--- config.mk ---
export PLATFORM = sky130hd
export DESIGN_NAME = clk_period_meter
export DESIGN_NICKNAME = d
export VERILOG_FILES = /design/src/rtl/clk_meter_pkg.sv /design/src/rtl/clk_period_meter_sync_edge_detect.sv /design/src/rtl/clk_period_meter.sv
export SDC_FILE = /design/constraint.sdc
export NUM_CORES = 1
export LEC_CHECK = 0
export ABC_AREA = 1
export CORE_MARGIN = 2
export CORE_UTILIZATION = 50
export DETAILED_ROUTE_END_ITERATION = 12
export PLACE_DENSITY = 0.76
export SLEW_MARGIN = 20
export SYNTH_ARGS = -nofsm -noshare
export SYNTH_HDL_FRONTEND = slang
export SYNTH_SLANG_ARGS = --single-unit
--- constraint.sdc ---
create_clock -name clk -period 7.3 [get_ports clk]
set_input_delay 2.19 -clock clk [delete_from_list [all_inputs] [get_ports clk]]
set_output_delay 2.19 -clock clk [all_outputs]
set_load 0.01 [all_outputs]
--- src/rtl/clk_meter_pkg.sv ---
// Shared definitions for the slow-clock period meter: state encoding and default sizing.
package clk_meter_pkg;

    localparam int unsigned CNT_W_DEF      = 32;
    localparam logic [31:0] NOMINAL_PERIOD = 32'd1_600_000;
    localparam logic [31:0] TIMEOUT_DEF    = 32'd3_200_000;
    localparam logic [31:0] TOL_DEF        = 32'd4;

    typedef enum logic [1:0] {
        IDLE,
        ACQUIRE,
        LOCKED,
        LOST
    } meter_state_e;

endpackage

--- src/rtl/clk_period_meter_sync_edge_detect.sv ---
// Two-flop synchroniser followed by an edge register; emits the synchronised level and a
// one-cycle pulse on each rising edge. Generic enough to reuse for keypad inputs.
module sync_edge_detect (
    input  logic i_clk,
    input  logic i_rst,
    input  logic i_async,
    output logic o_level,
    output logic o_rise
);

    logic r_s1;
    logic r_s2;
    logic r_s3;

    always_ff @(posedge i_clk) begin
        if (i_rst) begin
            r_s1 <= 1'b0;
            r_s2 <= 1'b0;
            r_s3 <= 1'b0;
        end else begin
            r_s1 <= i_async;
            r_s2 <= r_s1;
            r_s3 <= r_s2;
        end
    end

    assign o_level = r_s2;
    assign o_rise  = r_s2 & ~r_s3;

endmodule

--- src/rtl/clk_period_meter.sv ---
// Measures the period of a slow asynchronous clock in system-clock cycles, tracks lock and loss.
// Optional high-time measurement is enabled with `define CLK_PERIOD_METER_DUTY_EN.
module clk_period_meter
    import clk_meter_pkg::*;
#(
    parameter int unsigned      CNT_W   = CNT_W_DEF,
    parameter logic [CNT_W-1:0] TIMEOUT = CNT_W'(TIMEOUT_DEF),
    parameter logic [CNT_W-1:0] TOL     = CNT_W'(TOL_DEF)
) (
    input  logic             clk,
    input  logic             rst,
    input  logic             sclk_in,
    output logic [CNT_W-1:0] period,
    output logic [CNT_W-1:0] max_count_est,
    output logic             period_valid,
    output logic             locked,
    output logic             lost
`ifdef CLK_PERIOD_METER_DUTY_EN
    ,
    output logic [CNT_W-1:0] high_time
`endif
);

    localparam logic [CNT_W-1:0] ONE = CNT_W'(1);
    localparam logic [CNT_W-1:0] TWO = CNT_W'(2);

    logic             w_rise;
`ifdef CLK_PERIOD_METER_DUTY_EN
    logic             w_level;
`else
    logic             w_level_unused;
`endif

    meter_state_e     r_state;
    meter_state_e     w_state_next;
    logic             r_have_prev;
    logic [CNT_W-1:0] r_cnt;
    logic [CNT_W-1:0] r_period;
    logic [CNT_W-1:0] r_mce;
    logic             r_valid;

    logic [CNT_W-1:0] w_new_period;
    logic [CNT_W-1:0] w_new_mce;
    logic [CNT_W-1:0] w_diff;
    logic             w_in_tol;
    logic             w_timeout;
    logic             w_publish;

    sync_edge_detect u_sync (
        .i_clk   (clk),
        .i_rst   (rst),
        .i_async (sclk_in),
`ifdef CLK_PERIOD_METER_DUTY_EN
        .o_level (w_level),
`else
        .o_level (w_level_unused),
`endif
        .o_rise  (w_rise)
    );

    // A rise closes the interval that started at the previous rise, so period is cnt + 1.
    assign w_new_period = r_cnt + ONE;
    assign w_new_mce    = (w_new_period < TWO) ? '0 : (w_new_period >> 1) - ONE;
    assign w_diff       = (w_new_period >= r_period) ? (w_new_period - r_period)
                                                     : (r_period - w_new_period);
    assign w_in_tol     = (w_diff <= TOL);
    assign w_timeout    = (r_cnt >= TIMEOUT - ONE);

    // A rise always takes priority over a timeout landing in the same cycle.
    always_comb begin
        w_state_next = r_state;
        w_publish    = 1'b0;
        case (r_state)
            IDLE: begin
                if (w_rise) begin
                    w_state_next = ACQUIRE;
                end
            end
            ACQUIRE: begin
                if (w_rise) begin
                    w_publish = 1'b1;
                    if (r_have_prev && w_in_tol) begin
                        w_state_next = LOCKED;
                    end
                end else if (w_timeout) begin
                    w_state_next = LOST;
                end
            end
            LOCKED: begin
                if (w_rise) begin
                    w_publish = 1'b1;
                    if (!w_in_tol) begin
                        w_state_next = ACQUIRE;
                    end
                end else if (w_timeout) begin
                    w_state_next = LOST;
                end
            end
            LOST: begin
                if (w_rise) begin
                    w_state_next = ACQUIRE;
                end
            end
            default: begin
                w_state_next = IDLE;
            end
        endcase
    end

    always_ff @(posedge clk) begin
        if (rst) begin
            r_state     <= IDLE;
            r_have_prev <= 1'b0;
        end else begin
            r_state <= w_state_next;
            if (w_publish) begin
                r_have_prev <= 1'b1;
            end else if (w_state_next == LOST) begin
                r_have_prev <= 1'b0;
            end
        end
    end

    // Held at zero while idle so the first rise only starts the measurement.
    always_ff @(posedge clk) begin
        if (rst) begin
            r_cnt <= '0;
        end else if (r_state == IDLE || w_rise) begin
            r_cnt <= '0;
        end else if (r_cnt < TIMEOUT) begin
            r_cnt <= r_cnt + ONE;
        end
    end

    always_ff @(posedge clk) begin
        if (rst) begin
            r_period <= '0;
            r_mce    <= '0;
            r_valid  <= 1'b0;
        end else begin
            r_valid <= w_publish;
            if (w_publish) begin
                r_period <= w_new_period;
                r_mce    <= w_new_mce;
            end
        end
    end

`ifdef CLK_PERIOD_METER_DUTY_EN
    logic [CNT_W-1:0] r_high_cnt;
    logic [CNT_W-1:0] r_high_time;

    // The rise cycle itself is high but is not counted by the counter, hence the + 1.
    always_ff @(posedge clk) begin
        if (rst) begin
            r_high_cnt  <= '0;
            r_high_time <= '0;
        end else begin
            if (w_rise) begin
                r_high_cnt <= '0;
            end else if (w_level && r_high_cnt < TIMEOUT) begin
                r_high_cnt <= r_high_cnt + ONE;
            end
            if (w_publish) begin
                r_high_time <= r_high_cnt + ONE;
            end
        end
    end

    assign high_time = r_high_time;
`endif

    assign period        = r_period;
    assign max_count_est = r_mce;
    assign period_valid  = r_valid;
    assign locked        = (r_state == LOCKED);
    assign lost          = (r_state == LOST);

endmodule

# == Yosys cells after proc, flatten, opt, wreduce, memory -nomap -nowiden ==
# Index checks and enable logic that the tools add are counted.
# word_totals
regBits,103
out_inout_bits,67
wordCells,44
# op_classes
n_mux,13
n_lt_le_gt_ge,5
bitwise,2
n_addsub,4
n_eq_ne,4
reduce_logical,7
# op_table
cell,count
two-way mux 32 bit,2
subtractor 32 bit,2
adder 32 x 1 -> 32 bit (second input constant),1
greater-or-equal comparator 32 x 22 -> 1 bit (second input constant),1
greater-or-equal comparator 32 bit,1
<= comparator 32 x 3 -> 1 bit (second input constant),1
< comparator 32 x 2 -> 1 bit (second input constant),1
< comparator 32 x 22 -> 1 bit (second input constant),1
subtractor 31 x 1 -> 32 bit (second input constant),1
two-way mux 2 bit,6
equality test 2 bit (second input constant),3
one-hot mux 2 bit (3 select lines),1
OR reduction 2 bit,3
two-way mux 1 bit,4
equality test 2 x 1 -> 1 bit (second input constant),1
zero test 2 bit,1
nonzero test 2 bit,1
AND 1 bit,1
logical AND 1 bit,1
logical OR 1 bit,1
inverter 1 bit,1

# == Longest topological paths before layout ==
# depth
word_depth,11
ltp_mapped,35
depth_no_buf,35

# == Modules after synthesis ==
# A second synthesis with hierarchy kept.
# unflattened
hier_cells,1747
area_unflattened_um2,9923.3
# by_module_without_submodules
mod,n_inst,area_per_inst_um2,cells_per_inst
clk_period_meter,1,9836.9,1737
sync_edge_detect,1,86.3,10

# == Least setup slack after synthesis ==
# OpenSTA, ideal clock, no wires.
# synth_path
path_type,reg-to-reg
start,register r_cnt[0]
end,register r_have_prev
stages_incl_launch_ff,32
setup_slack_ns,3.394
arrival_ns,3.793
cell_sequence,dfxtp_1 ha_1 nand3_2 inv_1 nand2_2 nor4_2 nand3_2 nor2_4 nand2_1 xor2_1 inv_1 ha_1 nand2_1 nor2_1 nand2_1 nor3_1 nand2_1 nand3_1 xor2_1 nand2_1 nor2_1 nand3_1 nand2_1 nand3_1 nand2_1 nand2_1 nand2_1 nand2_1 nand2_1 nand2_1 nand2_1 nand2_1
# synth_between
elab_chain_len,10
word_cells_on_any_way,16
classes_between,add/sub (3); order compare (3); eq/ne (1); mux (7); reduce/logical (2)
# synth_lines
element,line_no,text
"start, declared",clk_period_meter.sv:37,logic [CNT_W-1:0] r_cnt;
"start signal, assigned",clk_period_meter.sv:131,r_cnt <= r_cnt + ONE;
adder 32 x 1 -> 32 bit (*),clk_period_meter.sv:62,assign w_new_period = r_cnt + ONE;
net w_new_period[20],clk_period_meter.sv:42,logic [CNT_W-1:0] w_new_period;
"subtractor 32 bit, or another cell as far along",clk_period_meter.sv:65,: (r_period - w_new_period);
two-way mux 32 bit (*),clk_period_meter.sv:64,assign w_diff = (w_new_period >= r_period) ? (w_new_period - r_period)
<= comparator 32 x 3 -> 1 bit (*),clk_period_meter.sv:66,assign w_in_tol = (w_diff <= TOL);
logical AND 1 bit,clk_period_meter.sv:82,if (r_have_prev && w_in_tol) begin
two-way mux 2 bit,clk_period_meter.sv:82,
two-way mux 2 bit,clk_period_meter.sv:80,if (w_rise) begin
one-hot mux 2 bit (3 select lines) (*),clk_period_meter.sv:73,case (r_state)
equality test 2 bit (*),clk_period_meter.sv:118,end else if (w_state_next == LOST) begin
nonzero test 2 bit (no line) (*),n/a,
"end signal, assigned",clk_period_meter.sv:113,r_have_prev <= 1'b0;
"end signal, assigned",clk_period_meter.sv:117,r_have_prev <= 1'b1;
"end signal, assigned",clk_period_meter.sv:119,r_have_prev <= 1'b0;
"end, declared",clk_period_meter.sv:36,logic r_have_prev;
# Mark *: on every way through the listed nets, which the timed path passes. The rest lies on a longest branch.
# A chain may end at the register's enable or synchronous reset.

# == Worst setup path after layout ==
# Same ends and word-level chain as after synthesis.

==> flow_metrics.tcl <==
set metrics [dict create \
    ctsLongestPathBuffers 2 \
    holdWs_ns 0.4074 \
    finClkSkew_ns 0.008662 \
    gp_congestion 1.122 \
    p_per_area_nw_per_um2 174.7 \
    rows 51 \
    end_kind "register" \
    r2r_setup_slack_ns 2.04 \
    numCtsBuffers 9 \
    critPathBufInv 2 \
    syn2layout_area_growth_pct 12.78 \
    die-area_um2 20990 \
    final-setup-viol-count 0 \
    htreeDepth 3 \
    place_hpwl_um 27820 \
    antenna_found_initial 0 \
    layout_min_cycle_time_ns 5.264 \
    nNetsFinal 1888 \
    p_comb_share_pct 42.8 \
    drive_gt1_share_pct 3.569 \
    track_usage_pct 32.61 \
    die_y_um 144.9 \
    reg2regPathDepth 32 \
    cp_top_family "simple AND/OR/NAND/NOR gates" \
    cts_tree "built" \
    crit_cells 32 \
    synth_enable_flop_cells 0 \
    netlist_area_um2 9926 \
    critical_path.endpoint "r_have_prev" \
    yosysUniqueCellTypes 43 \
    outcome "finished, final reports clean" \
    p_int_uw 1138 \
    grt_pass1_wl_um 52640 \
    min_path_type "register to register" \
    slew_headroom_pct 41.95 \
    avgSynthCellArea_um2 5.643 \
    rsz0062_at_grt "no" \
    grt_pass1_vias 10310 \
    p_sw_share_pct 41.80 \
    wl_per_cell_um 16.26 \
    vias_per_cell 5.416 \
    crit_start "r_cnt[0]" \
    drt_iter0_drc 1096 \
    cp.arrival_ns 5.52 \
    cts.sinks 102 \
    finalPower_uw 1956 \
    core-area_um2 19460 \
    root_buffer "clkbuf_16" \
    route.detailed.drc 0 \
    antenna_cells 0 \
    start_util_pct 51.00 \
    hold_buffers 0 \
    postSynth.asyncResetShare_pct 0 \
    power_leakage_uw 0.006014 \
    fin_crit_sh_pct 72.11 \
    seqPwrFrac_pct 29.7 \
    syn_nets 1831 \
    cp_max_fo 8 \
    pin_count 70 \
    slew_viol_final 0 \
    hold_violations 0 \
    rr_endpoint "r_have_prev" \
    overflow 0 \
    postRouteAntennaNets 0 \
    insertion_delay_ns 0.36 \
    post_cts_resize_count 0 \
    power_switching_uw 817.4 \
    crit_top_cell "nand2_1" \
    cap_violations 0 \
    cpPeakStageDelay_ns 0.58 \
    fmax_mhz 190.0 \
    yosysSeqAreaShare_pct 20.57 \
    port_buffers 68 \
    setup.worst_path.start_class "register" \
    post_cts_buffers 0 \
    vdd_drop_max_mv 0.1939 \
    r2r-start "r_cnt[0]" \
    syn_inst 1759 \
    yosysWarnings 0 \
    criticalPathCategory "register to register" \
    ff_latch_area_um2 2042 \
    multi_input_area_um2 6646 \
    grt_max_degree 47 \
    fin_setup_tns_ns 0 \
    ys_seq_elements 102 \
    worstMarginPinSlew_ns 0.8677 \
    wl_um 33920 \
    drtPass1Iterations 5 \
    synth-main-ff-cell "dfxtp_1" \
    nFillCells 1989 \
    die_w_um 144.9 \
    p_clk_share_pct 27.4 \
    clk_transition_reported_paths_ns 0.07 \
    slowest_stage "dfxtp_1" \
    num_vias 11300 \
    utilization_pct 57.52 \
    worst_ep_required_time_ns 7.55 \
]
## cell usage after synthesis (3+ instances only)
cell type / number / area (um^2)
a21oi_1: 143 / 715.7
clkbuf_1: 24 / 90.09
dfxtp_1: 102 / 2042
ha_1: 69 / 863.3
inv_1: 286 / 1074
inv_2: 9 / 33.78
nand2_1: 597 / 2241
nand2_2: 7 / 43.79
nand3_1: 103 / 515.5
nand4_1: 39 / 244.0
nor2_1: 176 / 660.6
nor2_2: 6 / 37.54
nor2_4: 3 / 33.78
nor3_1: 15 / 75.07
nor3_2: 4 / 40.04
nor4_1: 9 / 56.30
o21ai_0: 78 / 390.4
o21bai_1: 9 / 67.56
xor2_1: 45 / 394.1
xor2_2: 3 / 48.80
## flip-flops by register name, summed over array words and instances, names as in the netlist
register        cells
r_state             2
u_sync.o_level      1
u_sync.r_s1         1
u_sync.r_s3         1
r_cnt              32
r_have_prev         1
max_count_est      31
period             32
period_valid        1
## worst min-delay path, cell delays in order, from the launching register on
cell,delay [ns]
dfxtp_1,0.30
inv_1,0.04
nor2_1,0.03
## worst min-delay path by stage
stage / startpoint / to / slack (ns) / cells past startpoint
floorplan: u_sync.r_s1 / u_sync.o_level / 0.39 / 2
global placement: u_sync.r_s1 / u_sync.o_level / 0.39 / 2
detailed placement: u_sync.r_s1 / u_sync.o_level / 0.40 / 2
CTS: u_sync.r_s1 / u_sync.o_level / 0.41 / 2
global route: u_sync.r_s1 / u_sync.o_level / 0.42 / 2
finish: u_sync.r_s1 / u_sync.o_level / 0.41 / 2
## per-stage QoR
stage          cell area [um^2]  worst slack, ns  instances
2_1_floorplan              9926            3.394       1759
3_3_place_gp              10860            2.254       2070
3_5_place_dp              10860            2.233       2070
4_1_cts                   11190            2.183       2086
5_1_grt                   11190            1.576       2086
6_report                  11190            2.036       2086
## cell type report
class / instances / area share [%]
well taps: 265 / 2.962
repair buffers: 74 / 6.438
clock buffers: 9 / 2.012
clock inverters: 7 / 0.9612
flip-flops and latches: 102 / 18.24
inverters: 298 / 10.01
multi-input cells: 1331 / 59.37
## placed cells by master, fill, tap and decap left out, drive strengths merged, types with 2 or more instances in the layout
| cell | count |
|---|---|
| clkinv | 6 |
| a21boi | 2 |
| nand3b | 2 |
| ha | 69 |
| a21oi | 143 |
| buf | 7 |
| nor3 | 20 |
| o21bai | 9 |
| o21ai | 80 |
| or2 | 2 |
| xor2 | 48 |
| a21o | 2 |
| dfxtp | 102 |
| nor2 | 185 |
| bufinv | 2 |
| xnor2 | 2 |
| clkbuf | 9 |
| nand2 | 605 |
| inv | 297 |
| clkdlybuf4s50 | 67 |
| nand3 | 105 |
| nand4 | 39 |
| nor4 | 11 |
## power groups by stage
stage	clock network (uW)	logic, uW	registers, uW
final	536	838	582
after global placement	0	807	594
after global routing	563	948	583
after floorplan	0	598	593
after CTS	540	818	581
after detailed placement	0	813	594
## kinds of logic after synthesis
logic type | synth area share (%)
flip-flops | 20.57
other | 0.03778
adder cells (fa/ha/maj) | 8.698
AND/OR/NAND/NOR | 40.98
buffers and inverters | 12.54
XOR/XNOR | 4.715
AO/OA/AOI/OAI | 12.45
## metal layers
layer	global-route usage, %	share of wire, %	vias to the layer above	wire length, um
met1	42.98	44	5069	14810
met5	0	0	-	0
met4	18.50	6.3	0	2136
met2	51.24	43	472	14700
met3	4.376	6.7	130	2278
li1	-	-	5627	-
No activity file was read; power rests on OpenSTA's default activity.
==> RTL change, RTL diff (config.mk and constraints unchanged) <==
Build with the macro `CLK_PERIOD_METER_DUTY_EN` defined.
--- a/src/rtl/clk_period_meter.sv
+++ b/src/rtl/clk_period_meter.sv
@@ -2,2 +2,4 @@
 // Optional high-time measurement is enabled with `define CLK_PERIOD_METER_DUTY_EN.
+`define CLK_PERIOD_METER_DUTY_EN
+
 module clk_period_meter
Check against the original RTL (old outputs only; new: high_time): equivalent (equiv_simple and equiv_induct, registers matched by name and starting in step).
==> RTL change against the unedited design <==
Power increased by 66%; sequential cell count up 64; sequential share of layout area rose by 3.4 points; worst setup slack got worse by 190 ps; clock power rose by 81%; area after synthesis is 35% higher; largest power group unchanged; critical endpoint unchanged; design area rose by 37%; routed wire length up 41%.
==> RTL change: results (changes against the unedited design) <==
| Metric | Value |
|---|---|
| Status | `completed` |
| VDD IR max | `0.201 mV (+3.9%)` |
| CP max-delay cell | `nor2_1` |
| CTS max path bufs | `2 (unchanged)` |
| Share of cells above drive strength 1 | `5.15% (+1.6 points)` |
| Fillcell total | `2684 (+35%)` |
| Postcts setup bufs | `0 (unchanged)` |
| Compound-cell area share of the yosys netlist | `13.8% (+1.3 points)` |
| CTS H-tree depth | `4 (+1)` |
| Post-synth top cells | `nand2_1 (689), inv_1 (358), nor2_1 (242)` |
| Resized cells post-CTS | `0 (unchanged)` |
| Largest net degree at the start of global routing | `86 (+83%)` |
| Gp weighted congestion | `1.00 (-10%)` |
| Met2 WL | `22.3 mm (+52%)` |
| Mux contribution to synthesized area | `0% (unchanged)` |
| DP HPWL | `38.8 mm (+40%)` |
| CTS Buf Count | `17 (+8)` |
| Post-synth cell types | `51 (+19%)` |
| Post-Synth Adder-Cell Area | `6.54% (-2.2 points)` |
| Delay-heaviest family, CP | `simple AND/OR/NAND/NOR gates` |
| Port bufs | `100 (+47%)` |
| Routed wire length | `47.7 mm (+41%)` |
| Top post-synthesis cells by area | `dfxtp_1 (25%), nand2_1 (19%), inv_1 (10%), nor2_1 (6.8%), ha_1 (6.5%)` |
| Antenna cell count | `0 (unchanged)` |
| WP data arrival | `5780 ps (+260 ps)` |
| Slowest stage delay, CP | `510 ps (-70 ps)` |
| Average size of a mapped cell | `5.93 sq um (+5.1%)` |
| First-pass GRT wire length | `75.2 mm (+43%)` |
| Vias in the first global route | `13.7k (+33%)` |
| Switching power | `1.38 mW (+69%)` |
| Met3 usage | `3.66% (-0.71 points)` |
| Syn_nets | `2332 (+27%)` |
| Register area share after synthesis | `24.8% (+4.2 points)` |
| Top sig layer | `met4` |
| Final Net Count | `2411 (+28%)` |
| Post-synthesis xor/xnor area fraction | `3.79% (-0.92 points)` |
| Root Buffer | `clkbuf_16` |
| Worst Hold Depth | `2 (unchanged)` |
| Critical path fanouts, max | `7 (-1)` |
| Post-synthesis async set-or-reset flop share | `0% (unchanged)` |
| Clk Latency, worst-skew pair | `440 ps (+80 ps)` |
| Wire length on met3 | `2.86 mm (+26%)` |
| GR Util met2 | `57.7% (+6.5 points)` |
| Hold crit path type | `register to register` |
| GR Layer Usage met1 | `44.9% (+1.9 points)` |
| Lkg Pwr | `7.83 nW (+30%)` |
| R2R depth | `30 (-6.3%)` |
| Met1 wire length | `20.9 mm (+41%)` |
| Ys flop type | `dfxtp_1` |
| Drt first pass iters | `6 (+1)` |
| Initial antenna violation count | `0 (unchanged)` |
| Slew headroom | `33.6% (-8.4 points)` |
| Post-Layout Cell Count | `2686 (+29%)` |
| Initial DRC count | `1192 (+8.8%)` |
| YS warnings | `0 (unchanged)` |
| Vias per Instance | `5.43 (+0.25%)` |
| Gr usage total | `34.0% (+1.4 points)` |
| Post-Place Worst Slack | `1980 ps (-249 ps)` |
| Setup Skew | `18.5 ps (+9.79 ps)` |
-- RTL change: worst min-delay path, stage by stage, from the launching register on --
cell	delay (ps)
dfxtp_1	300
inv_1	40
nor2_1	30
-- RTL change: cell type report --
| cell class | count | area (sq um) | share of cell area, % |
|---|---|---|---|
| flip-flops and latches | 166 | 3320 | 21.7 |
| multi-input cells | 1673 | 8480 | 55.3 |
| clock inverters | 14 | 206 | 1.35 |
| inverters | 369 | 1390 | 9.04 |
| repair buffers | 111 | 1080 | 7.04 |
| clock buffers | 18 | 439 | 2.86 |
| well taps | 335 | 419 | 2.73 |
-- RTL change: cell families after synthesis --
family,after synthesis
AND/OR/NAND/NOR,1217
buffers and inverters,420
AO/OA/AOI/OAI,333
flip-flops,166
adder cells (fa/ha/maj),70
XOR/XNOR,52
other,1
-- RTL change: final timing paths --
kind	start	end	slack, ps
setup / recovery	r_cnt[0]	r_have_prev	1850
hold / removal	u_sync.r_s1	u_sync.o_level	410
setup reg to reg	r_cnt[0]	r_have_prev	1850
hold reg to reg	u_sync.r_s1	u_sync.o_level	410
-- RTL change: power groups by stage --
| stage | registers, mW | clock network, mW | logic, mW |
|---|---|---|---|
| CTS | 0.956 | 0.975 | 1.30 |
| floorplan | 0.978 | 0 | 0.871 |
| global route | 0.960 | 1.02 | 1.47 |
| detailed placement | 0.977 | 0 | 1.29 |
| finish | 0.957 | 0.969 | 1.31 |
| global placement | 0.976 | 0 | 1.28 |
-- RTL change: stage by stage --
step           hold slack [ps]  util [%]  power (mW)  cell area [sq um]
6_report                   406      58.5        3.24              15300
4_1_cts                    405      58.5        3.23              15300
3_5_place_dp               395      56.0        2.27              14700
2_1_floorplan              388         -        1.85              13400
5_1_grt                    431      58.5        3.44              15300
3_3_place_gp               394      56.0        2.26              14700
